--- src/rtl/register_file_clr.sv ---
// register_file_clr: multi-ported register file with a sequential clear engine.
// The file has one write port and two independent combinational read ports.
// Optional features:
//   - register 0 can be hardwired to zero (ZERO_REG)
//   - a write can be forwarded to the read ports in the same cycle (BYPASS)
// The clear engine wipes one register per clock, from address 0 up to
// DEPTH-1. While it runs, writes are blocked and forwarding is disabled.
// i_reset_n is an asynchronous, active-low reset.
module register_file_clr #(
  parameter int unsigned WIDTH    = 8,
  parameter int unsigned ADDR_W   = 2,
  parameter bit          ZERO_REG = 1'b0,
  parameter bit          BYPASS   = 1'b1
) (
  input  logic              i_clk,
  input  logic              i_reset_n,
  input  logic              i_we,
  input  logic [ADDR_W-1:0] i_addr_input,
  input  logic [WIDTH-1:0]  i_data,
  input  logic [ADDR_W-1:0] i_addr_out1,
  input  logic [ADDR_W-1:0] i_addr_out2,
  input  logic              i_clr_start,
  output logic [WIDTH-1:0]  o_out1,
  output logic [WIDTH-1:0]  o_out2,
  output logic              o_busy,
  output logic              o_clr_done
);

  localparam int unsigned DEPTH = 1 << ADDR_W;

  // Clear engine states.
  localparam logic [1:0] ST_IDLE  = 2'd0;
  localparam logic [1:0] ST_CLEAR = 2'd1;

  logic [1:0]        r_state;
  logic [ADDR_W-1:0] r_cnt;
  logic              r_clr_done;
  logic [WIDTH-1:0]  r_mem [DEPTH];

  logic w_busy;
  logic w_write_en;
  logic w_last;

  // The engine is busy for as long as it is in the CLEAR state.
  assign w_busy = (r_state == ST_CLEAR);

  // A write takes effect only when the engine is idle and the write does not
  // target the hardwired zero register.
  assign w_write_en = i_we && !w_busy && !(ZERO_REG && (i_addr_input == '0));

  // The counter is on the last register when all of its bits are set.
  assign w_last = (r_cnt == '1);

  assign o_busy     = w_busy;
  assign o_clr_done = r_clr_done;

  // Clear engine: sequence the counter across every address, then raise a
  // one-cycle done pulse on the edge where busy drops.
  always_ff @(posedge i_clk or negedge i_reset_n) begin
    if (!i_reset_n) begin
      r_state    <= ST_IDLE;
      r_cnt      <= '0;
      r_clr_done <= 1'b0;
    end else begin
      r_clr_done <= 1'b0;
      case (r_state)
        ST_IDLE: begin
          if (i_clr_start) begin
            r_state <= ST_CLEAR;
            r_cnt   <= '0;
          end
        end
        ST_CLEAR: begin
          if (w_last) begin
            r_state    <= ST_IDLE;
            r_cnt      <= '0;
            r_clr_done <= 1'b1;
          end else begin
            r_cnt <= r_cnt + ADDR_W'(1);
          end
        end
        default: begin
          r_state <= ST_IDLE;
          r_cnt   <= '0;
        end
      endcase
    end
  end

  // Storage update. While clearing, zero the register the counter points at
  // and ignore writes. Otherwise perform the requested write. A write sampled
  // on the same edge that starts a clear still lands, because the engine is
  // still idle on that edge.
  always_ff @(posedge i_clk or negedge i_reset_n) begin
    if (!i_reset_n) begin
      for (int i = 0; i < int'(DEPTH); i++) begin
        r_mem[i] <= '0;
      end
    end else if (w_busy) begin
      r_mem[r_cnt] <= '0;
    end else if (w_write_en) begin
      r_mem[i_addr_input] <= i_data;
    end
  end

  // Read port 1. Forwarding is applied before the zero-register override, so
  // address 0 always reads as zero when it is hardwired.
  always_comb begin
    o_out1 = r_mem[i_addr_out1];
    if (BYPASS && w_write_en && (i_addr_out1 == i_addr_input)) begin
      o_out1 = i_data;
    end
    if (ZERO_REG && (i_addr_out1 == '0)) begin
      o_out1 = '0;
    end
  end

  // Read port 2 follows the same rules as port 1, independently.
  always_comb begin
    o_out2 = r_mem[i_addr_out2];
    if (BYPASS && w_write_en && (i_addr_out2 == i_addr_input)) begin
      o_out2 = i_data;
    end
    if (ZERO_REG && (i_addr_out2 == '0)) begin
      o_out2 = '0;
    end
  end

endmodule

--- config.mk ---
export PLATFORM = sky130hd
export DESIGN_NAME = register_file_clr
export DESIGN_NICKNAME = d
export VERILOG_FILES = /design/src/rtl/register_file_clr.sv
export SDC_FILE = /design/constraint.sdc
export NUM_CORES = 1
export LEC_CHECK = 0
export ABC_AREA = 1
export BUFFER_PORTS_ARGS = -buffer_cell sky130_fd_sc_hd__buf_2
export CAP_MARGIN = 20
export CORE_ASPECT_RATIO = 0.7
export CORE_MARGIN = 2
export CORE_UTILIZATION = 51
export DETAILED_ROUTE_END_ITERATION = 7
export PLACE_DENSITY = 0.73
export SLEW_MARGIN = 20
export SYNTH_ARGS = -nofsm -noshare
export SYNTH_HDL_FRONTEND = slang
export SYNTH_SLANG_ARGS = --single-unit
--- constraint.sdc ---
create_clock -name i_clk -period 2.6 [get_ports i_clk]
set_input_delay 0.52 -clock i_clk [delete_from_list [all_inputs] [get_ports i_clk]]
set_output_delay 0.52 -clock i_clk [all_outputs]
set_load 0.1 [all_outputs]
==> impl_metrics.py <==
metrics = {
    "outcome": {
        "outcome": "finished, final reports clean",
    },
    "setup_path": {
        "cp.arrival_ps": 1840,
        "path_buf_inv": 3,
        "timing_worst_setup_path_type": "reg -> out",
        "crit_slowest_cell": "dfrtp_2",
        "crit_path_cell_trace": "inv_2 -> nand2_2 -> inv_2 -> nand3_2 -> nand2_1 -> nand2_1 -> buf_12",
        "required_ps": 2080,
        "crit_path_max_fanout": 21,
        "critical-path-top-delay-family": "buffers and inverters",
        "max_stage_delay_ps": 460,
        "end_kind": "output pin",
        "cp-start-kind": "flop",
    },
    "placement": {
        "place_ws_ps": 435,
        "dpl_cell_area_mm2": 0.00288,
        "io_buffers": 35,
        "dp.cells": 454,
        "dp_hpwl_um": 5570,
        "routabilityCongestion": 1.03,
    },
    "global_routing": {
        "grt_overflow": 0,
        "grt_util_all_layers_pct": 29.4,
        "grt_pass1_wl_um": 11500,
        "grt_start_max_net_pins": 37,
        "antenna_found_initial": 0,
        "grt_pass1_vias": 2298,
    },
    "clocking": {
        "clkTransAtPathRegs_ps": 70,
        "cts_tree": "built",
        "clock_path_buffers": 2,
        "cts.htree.levels": 2,
        "clock_latency_ps": 280,
        "cts_resized": 0,
        "cts_sinks": 36,
        "cts_buffers": 5,
        "ctsHoldBuffers": 0,
        "cts_setup_buffers": 0,
        "root_buffer": "clkbuf_8",
    },
    "timing": {
        "tns_ps": 0,
        "worst_pin_slew_ps": 781,
        "post-route-min-period_ps": 2360,
        "hold_violations": 0,
        "slew_viol_final": 0,
        "finalClockSkew_ps": 2.73,
        "fin_ws_ps": 240,
        "slew_headroom_pct": 47.9,
        "finalSetupViolations": 0,
        "post-route-period-util_pct": 90.8,
        "rsz0062_at_grt": "false",
        "fmax_mhz": 424,
    },
    "synthesis": {
        "async_flop_share_pct": 100,
        "synth-main-ff-cell": "dfrtp_1",
        "ys_warn_count": 0,
        "synth_area_per_cell_um2": 6.52,
        "synth_edf_count": 0,
        "yosysSeqAreaShare_pct": 37.4,
        "synth_nets": 391,
        "synthTopCellsByArea": "dfrtp_1, nand2_1, nand3_1",
        "synth_seq_cells": 36,
        "synthTopCellsByCount": "nand2_1, nand3_1, inv_1, dfrtp_1, nor2_1",
        "ys_types": 18,
        "synth_top_area_share_pct": 37.4,
        "yosys.area.top_type": "dfrtp_1",
        "synth.cell_area_mm2": 0.00241,
        "synth_most_common_cell": "nand2_1",
        "syn_inst": 369,
    },
    "floorplan": {
        "core_mm2": 0.00443,
        "die_h_um": 61.5,
        "fp.dieW_um": 86.1,
        "pin_count": 36,
        "fp-row-count": 20,
        "start_util_pct": 54.4,
        "dieArea_mm2": 0.00529,
    },
    "drt": {
        "dr_total_vias": 2552,
        "dr.pass1.iters": 5,
        "wl_um": 7270,
        "wl_per_cell_um": 15.8,
        "ant_nets": 0,
        "drc": 0,
        "via_per_inst": 5.54,
        "drt_iter0_drc": 207,
    },
    "finish": {
        "num_antenna_cells": 0,
        "finalInstanceArea_mm2": 0.00297,
        "area_growth_pct": 23.5,
        "final_util_pct": 67.1,
        "drive_gt1_share_pct": 16.5,
        "fin_cells": 461,
        "nNetsFinal": 428,
    },
    "power": {
        "powerDensity_mw_per_mm2": 979,
        "max-vdd-ir-drop_mv": 0.868,
        "p_leak_uw": 0.00165,
    },
    "hold_path": {
        "hold_class": "in -> async",
    },
    "flow_run": {
        "drv_cap": 0,
    },
}
-- layout by cell type, fill, tap and decap left out --
cell / netlist / layout
nand4_1: 16 / 16
buf_12: 0 / 16
inv_1: 46 / 46
a22o_1: 1 / 1
nand3_2: 2 / 2
nor2_2: 1 / 1
o21ai_1: 18 / 18
clkbuf_8: 0 / 7
o21ai_0: 15 / 15
nand2_2: 6 / 6
dfrtp_1: 36 / 35
nand3_1: 56 / 56
ha_1: 4 / 4
dfrtp_2: 0 / 1
nand2_1: 127 / 127
nand2_4: 1 / 1
buf_2: 10 / 19
inv_2: 6 / 6
nor2_1: 21 / 21
buf_4: 0 / 8
-- power by group --
group / internal, uW / switching, uW / total (uW)
combinational: 486 / 1120 / 1610
clock: 236 / 190 / 426
sequential: 744 / 133 / 878
-- sequential cells by signal, indices dropped and copies added (netlist names) --
register	flops
r_cnt	2
r_mem	32
r_state	1
o_clr_done	1
-- layer usage --
metal / GRT usage [%] / wire length [um] / vias to the layer above
met2: 47.3 / 3180 / 95
met1: 41.5 / 3480 / 1200
met4: 5.67 / 67 / 0
li1: - / - / 1251
met5: 0 / 0 / -
met3: 6.70 / 540 / 6
-- worst register-to-register path, cell delays in order (launching register included) --
cell	delay, ps
dfrtp_2	460
inv_2	80
nand2_2	60
inv_2	310
nand2_2	330
nand3_1	160
o21ai_1	70
-- cells by family (layout without fill, tap and decap cells) --
family / count (synthesis) / count (layout) / synth area share [%]
adders and majority gates: 4 / 4 / 2.08
and+or+nand+nor: 230 / 230 / 42.0
buffers and inverters: 65 / 102 / 11.3
AOI/OAI and AO/OA: 34 / 34 / 7.22
DFF: 36 / 36 / 37.4
-- per-stage QoR --
| step | power, uW | hold slack (ps) |
|---|---|---|
| after CTS | 2900 | 340 |
| after global placement | 2460 | 493 |
| after detailed placement | 2480 | 500 |
| final | 2910 | 314 |
| after floorplan | 1950 | 224 |
| after global routing | 3070 | 377 |
-- cell type report --
cell class,count,area [um^2]
clock buffers,7,96.3
fillers,410,1460
inverters,52,195
multi-input cells,268,1230
flip-flops and latches,36,902
well taps,55,68.8
repair buffers,43,475
-- final timing paths --
kind | startpoint | slack (ps) | cells past startpoint | to
max | r_state[0]$_DFFE_PN0P_ | 240 | 7 | o_out2[1]
max reg2reg | r_state[0]$_DFFE_PN0P_ | 1010 | 6 | r_mem[12]$_DFFE_PN0P_
max in group asynchronous | i_reset_n | 1740 | 1 | r_state[0]$_DFFE_PN0P_
min | i_reset_n | 310 | 1 | r_mem[28]$_DFFE_PN0P_
min reg2reg | r_mem[24]$_DFFE_PN0P_ | 510 | 2 | r_mem[24]$_DFFE_PN0P_
min in group i_clk | i_clr_start | 500 | 3 | r_state[0]$_DFFE_PN0P_
(Power assumes the default switching activity.)
